## src/rtl/rv_pkg.sv

```systemverilog
// Shared pipeline-control types for the hazard controller.
// Contents: forwarding select encoding, per-stage control bundle, bubble constant,
//           and a helper that resolves one forwarding select.
package rv_pkg;

  typedef enum logic [1:0] {
    FWD_RF  = 2'b00,
    FWD_MEM = 2'b01,
    FWD_WB  = 2'b10
  } fwd_sel_t;

  // Control bundle carried down ID/EX -> EX/MEM -> MEM/WB.
  typedef struct packed {
    logic       reg_write;
    logic       load;
    logic       store;
    logic       branch;
    logic [1:0] next_sel;
    logic [4:0] rs1;
    logic [4:0] rs2;
    logic [4:0] rd;
    logic       use_rs1;
    logic       use_rs2;
  } pipe_ctrl_t;

  // A bubble is all-zero: it never writes, loads, stores or branches.
  localparam pipe_ctrl_t PIPE_BUBBLE = '0;

  // Pick the operand source for one EX source register. The MEM stage wins over
  // WB because it holds the younger result. A load in MEM has no data yet, so
  // it is never a forwarding source (the load-use stall covers that case).
  function automatic fwd_sel_t fwd_pick(
    input logic       use_src,
    input logic [4:0] src,
    input pipe_ctrl_t mem,
    input pipe_ctrl_t wb
  );
    fwd_sel_t sel;
    sel = FWD_RF;
    if (use_src && (src != 5'd0)) begin
      if (mem.reg_write && !mem.load && (mem.rd == src)) begin
        sel = FWD_MEM;
      end else if (wb.reg_write && (wb.rd == src)) begin
        sel = FWD_WB;
      end
    end
    return sel;
  endfunction

endpackage

```

## src/rtl/ctrl_stage_reg.sv

```systemverilog
// One pipeline control stage register holding a pipe_ctrl_t bundle.
// Ports: clk/rst (sync, active-high), bubble_i forces a bubble at the next edge,
//        d_i is the incoming bundle, q_o the registered bundle.
module ctrl_stage_reg
  import rv_pkg::*;
(
  input  logic       clk,
  input  logic       rst,
  input  logic       bubble_i,
  input  pipe_ctrl_t d_i,
  output pipe_ctrl_t q_o
);

  pipe_ctrl_t stage_q;

  always_ff @(posedge clk) begin
    if (rst || bubble_i) begin
      stage_q <= PIPE_BUBBLE;
    end else begin
      stage_q <= d_i;
    end
  end

  assign q_o = stage_q;

endmodule

```

## src/rtl/pipe_hazard_ctrl.sv

```systemverilog
// Hazard controller for a 5-stage pipeline: load-use stall, redirect flush,
// EX operand forwarding select, and saturating stall/flush event counters.
// Ports: ID decode inputs (id_*), ex_redirect; stall/flush/fwd outputs are
//        combinational, per-stage control outputs (ex_*, mem_*, wb_*) and the
//        16-bit counters are registered.
module pipe_hazard_ctrl
  import rv_pkg::*;
(
  input  logic        clk,
  input  logic        rst,
  input  logic        id_valid,
  input  logic        id_reg_write,
  input  logic        id_load,
  input  logic        id_store,
  input  logic        id_branch,
  input  logic [1:0]  id_next_sel,
  input  logic [4:0]  id_rs1,
  input  logic [4:0]  id_rs2,
  input  logic [4:0]  id_rd,
  input  logic        id_use_rs1,
  input  logic        id_use_rs2,
  input  logic        ex_redirect,
  output logic        stall_pc,
  output logic        stall_if_id,
  output logic        flush_if_id,
  output logic        ex_reg_write,
  output logic        ex_load,
  output logic        ex_store,
  output logic        ex_branch,
  output logic [1:0]  ex_next_sel,
  output logic [4:0]  ex_rd,
  output logic [4:0]  mem_rd,
  output logic [4:0]  wb_rd,
  output logic        mem_reg_write,
  output logic        mem_load,
  output logic        mem_store,
  output logic        wb_reg_write,
  output logic [1:0]  fwd_a,
  output logic [1:0]  fwd_b,
  output logic [15:0] stall_cnt,
  output logic [15:0] flush_cnt
);

  pipe_ctrl_t id_ctrl;
  pipe_ctrl_t idex_q;
  pipe_ctrl_t exmem_q;
  pipe_ctrl_t memwb_q;

  logic       load_use;
  logic       idex_bubble;
  logic [15:0] stall_cnt_q, stall_cnt_d;
  logic [15:0] flush_cnt_q, flush_cnt_d;

  always_comb begin
    id_ctrl           = PIPE_BUBBLE;
    id_ctrl.reg_write = id_reg_write;
    id_ctrl.load      = id_load;
    id_ctrl.store     = id_store;
    id_ctrl.branch    = id_branch;
    id_ctrl.next_sel  = id_next_sel;
    id_ctrl.rs1       = id_rs1;
    id_ctrl.rs2       = id_rs2;
    id_ctrl.rd        = id_rd;
    id_ctrl.use_rs1   = id_use_rs1;
    id_ctrl.use_rs2   = id_use_rs2;
  end

  // Load in EX whose result the ID instruction needs; x0 is never a hazard.
  assign load_use = !rst && idex_q.load && (idex_q.rd != 5'd0) && id_valid &&
                    ((id_use_rs1 && (id_rs1 == idex_q.rd)) ||
                     (id_use_rs2 && (id_rs2 == idex_q.rd)));

  // Redirect wins over load-use: the ID instruction is discarded anyway, so
  // holding the front end for it would only waste a cycle.
  assign flush_if_id = !rst && ex_redirect;
  assign stall_pc    = load_use && !ex_redirect;
  assign stall_if_id = stall_pc;

  assign idex_bubble = flush_if_id || stall_pc || !id_valid;

  // EX/MEM and MEM/WB never hold: a stall only injects a bubble at ID/EX.
  ctrl_stage_reg u_idex (
    .clk      (clk),
    .rst      (rst),
    .bubble_i (idex_bubble),
    .d_i      (id_ctrl),
    .q_o      (idex_q)
  );

  ctrl_stage_reg u_exmem (
    .clk      (clk),
    .rst      (rst),
    .bubble_i (1'b0),
    .d_i      (idex_q),
    .q_o      (exmem_q)
  );

  ctrl_stage_reg u_memwb (
    .clk      (clk),
    .rst      (rst),
    .bubble_i (1'b0),
    .d_i      (exmem_q),
    .q_o      (memwb_q)
  );

  // Forwarding selects are forced to the register file while in reset.
  always_comb begin
    fwd_a = FWD_RF;
    fwd_b = FWD_RF;
    if (!rst) begin
      fwd_a = fwd_pick(idex_q.use_rs1, idex_q.rs1, exmem_q, memwb_q);
      fwd_b = fwd_pick(idex_q.use_rs2, idex_q.rs2, exmem_q, memwb_q);
    end
  end

  always_comb begin
    stall_cnt_d = stall_cnt_q;
    flush_cnt_d = flush_cnt_q;
    if (stall_pc && (stall_cnt_q != 16'hFFFF)) begin
      stall_cnt_d = stall_cnt_q + 16'd1;
    end
    if (flush_if_id && (flush_cnt_q != 16'hFFFF)) begin
      flush_cnt_d = flush_cnt_q + 16'd1;
    end
  end

  always_ff @(posedge clk) begin
    if (rst) begin
      stall_cnt_q <= 16'd0;
      flush_cnt_q <= 16'd0;
    end else begin
      stall_cnt_q <= stall_cnt_d;
      flush_cnt_q <= flush_cnt_d;
    end
  end

  assign stall_cnt     = stall_cnt_q;
  assign flush_cnt     = flush_cnt_q;

  assign ex_reg_write  = idex_q.reg_write;
  assign ex_load       = idex_q.load;
  assign ex_store      = idex_q.store;
  assign ex_branch     = idex_q.branch;
  assign ex_next_sel   = idex_q.next_sel;
  assign ex_rd         = idex_q.rd;

  assign mem_reg_write = exmem_q.reg_write;
  assign mem_load      = exmem_q.load;
  assign mem_store     = exmem_q.store;
  assign mem_rd        = exmem_q.rd;

  assign wb_reg_write  = memwb_q.reg_write;
  assign wb_rd         = memwb_q.rd;

  // Later-stage fields not needed here still travel with the bundle.
  logic unused_stage_bits;
  assign unused_stage_bits = ^{exmem_q, memwb_q};

endmodule

```

## config.mk

```make
export PLATFORM = sky130hd
export DESIGN_NAME = pipe_hazard_ctrl
export DESIGN_NICKNAME = d
export VERILOG_FILES = /design/src/rtl/rv_pkg.sv /design/src/rtl/ctrl_stage_reg.sv /design/src/rtl/pipe_hazard_ctrl.sv
export SDC_FILE = /design/constraint.sdc
export NUM_CORES = 1
export LEC_CHECK = 0
export CORE_MARGIN = 2
export CORE_UTILIZATION = 40
export CTS_CLUSTER_SIZE = 8
export DETAILED_ROUTE_END_ITERATION = 8
export DONT_BUFFER_PORTS = 1
export PLACE_DENSITY_LB_ADDON = 0.2
export SYNTH_ARGS = -nofsm -noshare
export SYNTH_HDL_FRONTEND = slang
export SYNTH_SLANG_ARGS = --single-unit
```

## constraint.sdc

```tcl
create_clock -name clk -period 3.2 [get_ports clk]
set_clock_uncertainty 0.05 [all_clocks]
set_input_delay 0.32 -clock clk [delete_from_list [all_inputs] [get_ports clk]]
set_output_delay 0.32 -clock clk [all_outputs]
set_load 0.05 [all_outputs]
```

**Word-level counts from Yosys, hierarchy flattened**

Cells that the tools add are included.

- Output and inout bits: 64
- Word-level logic and storage cells: 64
- Flip-flop bits (word level): 69
- Input bits: 27

- Reduce and logical (&&, ||, !) cells: 28
- Equality and inequality tests: 8
- Mux-type cells: 8
- Add/subtract/negate cells: 2

Operators with widths:

| operator | count |
|---|---|
| $add 16x1->16 const B | 2 |
| $ne 16x16->1 const B | 2 |
| $eq 5x5->1 | 6 |
| $logic_and 1x1->1 | 17 |
| $mux 2 | 8 |
| $reduce_bool 5->1 | 3 |
| $logic_not 1->1 | 4 |
| $logic_or 1x1->1 | 4 |

**Logic depth before layout (Yosys ltp)**

- Depth in word-level cells: 9
- Mapped depth: 7
- Mapped depth without buffers: 6

**Modules after synthesis**

From an unflattened synthesis, not the netlist that was laid out.

- Cell total of the unflattened synthesis: 404
- Area total of the unflattened synthesis: 4506.8 µm²

Modules (own cells, without submodules):

| module | area each (µm²) | sequential area each (µm²) | cells each | instances |
|---|---|---|---|---|
| ctrl_stage_reg | 778.2 | 460.4 | 50 | 3 |
| pipe_hazard_ctrl | 2172.1 | 640.6 | 254 | 1 |

**Least setup slack after synthesis**

OpenSTA, ideal clock, no wires.

- Path kind: reg-to-output
- From: register u_memwb.stage_q (netlist bit u_memwb.q_o[3])
- To: output port fwd_a[1]
- Stages on the path, launching flop included: 5
- Path buffers: 0
- Arrival time: 2309 ps
- Required time: 2830 ps
- Setup slack: 521 ps
- Cells stage by stage: dfxtp_1 xor2_1 nor4_1 nand3_1 nor3b_1

- Longest elaborated chain between the ends: 6

RTL lines:

| what | line | RTL |
|---|---|---|
| start: declaration | ctrl_stage_reg.sv:14 | `pipe_ctrl_t stage_q;` |
| start signal: assignment | ctrl_stage_reg.sv:20 | `stage_q <= d_i;` |
| $eq 5x5->1 | rv_pkg.sv:43 | `end else if (wb.reg_write && (wb.rd == src)) begin` |
| $logic_and 1x1->1 | rv_pkg.sv:43 |  |
| $mux 2 | rv_pkg.sv:43 |  |
| $mux 2 | rv_pkg.sv:41 | `if (mem.reg_write && !mem.load && (mem.rd == src)) begin` |
| $mux 2 | rv_pkg.sv:40 | `if (use_src && (src != 5'd0)) begin` |
| $mux 2 | pipe_hazard_ctrl.sv:110 | `if (!rst) begin` |
| end: declaration | pipe_hazard_ctrl.sv:38 | `output logic [1:0] fwd_a,` |

No other way between the ends.

**Final worst setup path**

- From: register u_idex.stage_q (netlist bit u_idex.q_o[5])
- To: output port stall_pc

- Longest elaborated chain between the ends: 5
- Elaborated cells between the ends (all ways): 10
- Classes of those cells: 2 x eq/ne; 8 x reduce/logical

RTL lines:

| what | line | RTL |
|---|---|---|
| start: declaration | ctrl_stage_reg.sv:14 |  |
| start signal: assignment | ctrl_stage_reg.sv:20 |  |
| $eq 5x5->1, or another cell as far along | pipe_hazard_ctrl.sv:70 | `((id_use_rs1 && (id_rs1 == idex_q.rd)) \|\|` |
| $logic_and 1x1->1, on equally long branches | pipe_hazard_ctrl.sv:70, pipe_hazard_ctrl.sv:69, pipe_hazard_ctrl.sv:71 |  |
| $logic_or 1x1->1 / $logic_and 1x1->1 (equally long branches) | pipe_hazard_ctrl.sv:70, pipe_hazard_ctrl.sv:69 |  |
| $logic_and 1x1->1 (*) | pipe_hazard_ctrl.sv:69 | `assign load_use = !rst && idex_q.load && (idex_q.rd != 5'd0) && id_valid &&` |
| $logic_and 1x1->1 (*) | pipe_hazard_ctrl.sv:76 | `assign stall_pc = load_use && !ex_redirect;` |
| end: declaration | pipe_hazard_ctrl.sv:23 | `output logic stall_pc,` |

Mark *: on every way between the ends. The rest lies on a longest branch, timed or not.

==> results_dict.tcl <==
set metrics [dict create \
    htree_levels 3 \
    pre_cts_ws_ps 691.3 \
    cts.sinks 69 \
    setup_viol 0 \
    min_period_over_period_pct 88.31 \
    crit_slowest_cell "dfxtp_1" \
    synthesis.nets 363 \
    clkLatencyLatePin_ps 340 \
    fin_tns_setup_ps 0 \
    worst_pin_slew_ps 756.7 \
    min_path_type "input pin to register" \
    synthFlopType "dfxtp_1" \
    synth_top_area_share_pct 43.48 \
    path_cells "xnor2_1, nand4_1, o22a_2, nor2_2, buf_4, buf_4" \
    critPathLaunchType "register" \
    power.share.switching_pct 22.43 \
    post_cts_buffers 0 \
    wl_um 7545 \
    p_comb_share_pct 3.6 \
    async_reset_ff_share_pct 0 \
    ant_nets 0 \
    timing.max_cap.violations 0 \
    path_clk_slew_ps 70 \
    dpl.hpwl_um 5454 \
    dr.first_iter.drc_count 50 \
    rows 32 \
    fmax_mhz 353.8 \
    r2r_end "stall_cnt[6]" \
    track_usage_pct 18.00 \
    ys_top_cells_by_count "dfxtp_1 (69), and2_1 (24), xnor2_1 (24)" \
    clkPwrFrac_pct 46.3 \
    hold_depth 1 \
    cts_max_path_buffers 2 \
    die_x_um 93.12 \
    crit_required_ps 2830 \
    gp_congestion 0.8310 \
    initial_utilization_pct 41.11 \
    post_drt_wl_per_cell_um 16.62 \
    slowest_delay_ps 730 \
    grt-ovfl-total 0 \
    hold-path-endpoint "flush_cnt[15]" \
    rrSetupSlack_ps 670 \
    ios 91 \
    final-hold-violation-count 0 \
    synth_seq_area_share_pct 43.48 \
    antenna_found_initial 2 \
    status "completed" \
    drive_gt1_share_pct 16.00 \
    power_per_cell_area_mw_per_mm2 505.0 \
    drcViolationCount 0 \
    yosysMostFrequentCell "dfxtp_1" \
    die_h_um 93.12 \
    cts_tree "yes" \
    final.min_clock_period_ps 2826 \
    root_buffer "clkbuf_8" \
    cts_buffers 9 \
    internal_power_w 0.001415 \
    synth.distinct_cells 51 \
    drv_slew 0 \
    crit_path_frequent_cell "buf_4" \
    die_area_mm2 0.008670 \
    synth.ff_latch_count 69 \
    p_leak_nw 1.367 \
    hp-start "rst" \
    ys_top_cells_by_area "dfxtp_1 (43%), xnor2_1 (6.6%), and2_1 (4.7%)" \
    vias 2441 \
    syn_to_final_growth_pct 13.71 \
    ctsResizeCount 0 \
    crit_family "flip-flops" \
    ys_warn_count 0 \
    critical_path_class "register to output port" \
    coreArea_mm2 0.007727 \
    regToRegStartpoint "stall_cnt[8]" \
    grt_pass1_vias 2328 \
    syn_inst 334 \
    syn_area_mm2 0.003177 \
    switchingPower_w 0.0004091 \
    layout.nets 375 \
    nFillCells 748 \
    avgSynthCellArea_um2 9.511 \
    irDropWorstVdd_uv 184.0 \
    grt_pass1_wl_um 11970 \
    p_seq_share_pct 50.1 \
    end_kind "output port" \
    via_per_inst 5.377 \
    path_buf_inv 2 \
    cp.arrival_ps 2460 \
    cp_max_fo 24 \
    grt_start_max_net_pins 37 \
    slew_headroom_pct 49.26 \
    fin_ws_ps 373.9 \
    synth_top_cell_by_area "dfxtp_1" \
    synth_edf_count 0 \
    holdBufCountCts 1 \
    r2r_cells 5 \
    rsz0062_at_grt "no" \
    first_pass_iters 4 \
    port_buffers 0 \
]
metrics by stage:
step	std cells	power (W)	hold WS [ps]	util [%]	cell area, um2
floorplan	334	0.0009882	391.7	-	3177
global placement	436	0.0009883	346.4	43.38	3352
detailed placement	436	0.0009894	348.7	43.38	3352
CTS	452	0.001852	13.12	46.68	3607
global route	454	0.001913	8.033	46.75	3612
finish	454	0.001824	35.16	46.75	3612
power groups by stage:
stage | logic, W | clock network (W) | registers, W
6_report | 0.0000654 | 0.000845 | 0.000913
3_5_place_dp | 0.0000559 | 0 | 0.000934
2_1_floorplan | 0.0000659 | 0 | 0.000922
4_1_cts | 0.0000667 | 0.000872 | 0.000913
3_3_place_gp | 0.0000551 | 0 | 0.000933
5_1_grt | 0.0000732 | 0.000925 | 0.000915
layer usage:
metal	part of all wire [%]	track usage, %	vias up
li1	-	-	1215
met1	45	22.56	1136
met2	45	26.93	82
met3	8.5	8.622	8
met4	0.97	6.495	0
met5	0	0	-
cells by family (layout without fill, tap and decap cells):
family | Yosys count | in the layout | synth area share [%]
compound gates | 40 | 40 | 9.138
xor+xnor | 40 | 40 | 11.03
fa+ha+maj | 2 | 2 | 0.7876
buf+inv | 25 | 41 | 4.529
flops | 69 | 69 | 43.48
mux | 7 | 7 | 2.718
other cells | 0 | 2 | 0
simple gates | 151 | 151 | 28.32
cells in the final DEF, fill, tap and decap left out, drive strengths merged, types with 3 or more instances in the layout:
cell type and n:
dfxtp 69, xnor2 24, and2 24, buf 21, nor2b 20, nor2 19, nand2 17, xor2 16
nand3 16, nand4 13, or4 10, a21oi 10, clkbuf 9, nor3 9, nor4 7, o31ai 6
inv 6, o21ai 5, a211oi 4, and3 4, mux2 4, nor3b 3, and4 3, mux2i 3
bufinv 3
flip-flops by register name, indices dropped and copies added (netlist names):
register and cells:
u_exmem.q_o 8, u_memwb.q_o 6, flush_cnt 16, stall_cnt 16
u_idex.q_o 23
layout make-up:
type	instances	area, um2	share of cell area, %
Inverter	5	18.77	0.5196
Clock inverter	6	111.4	3.083
Timing Repair Buffer	21	170.2	4.711
Antenna cell	2	5.005	0.1386
Multi-Input combinational cell	240	1674	46.35
Clock buffer	9	123.9	3.429
Tap cell	102	127.6	3.533
Sequential cell	69	1381	38.24
worst max-delay path by stage:
| stage | from | end | cells after the start |
|---|---|---|---|
| after global placement | stall_cnt[7] | stall_cnt[5] | 5 |
| final | u_idex.q_o[5] | stall_pc | 6 |
| after CTS | u_idex.q_o[5] | stall_pc | 6 |
| after global routing | u_idex.q_o[6] | stall_pc | 6 |
| after floorplan | u_memwb.q_o[3] | fwd_a[1] | 4 |
| after detailed placement | stall_cnt[8] | stall_cnt[6] | 5 |
worst reg2reg max path: stages, from the launching register on:
cell and delay, ps:
dfxtp_1 740, nand4_1 270, or4_1 610, nand2_2 320, nor4b_2 100, mux2_4 310
(Power assumes the default switching activity.)
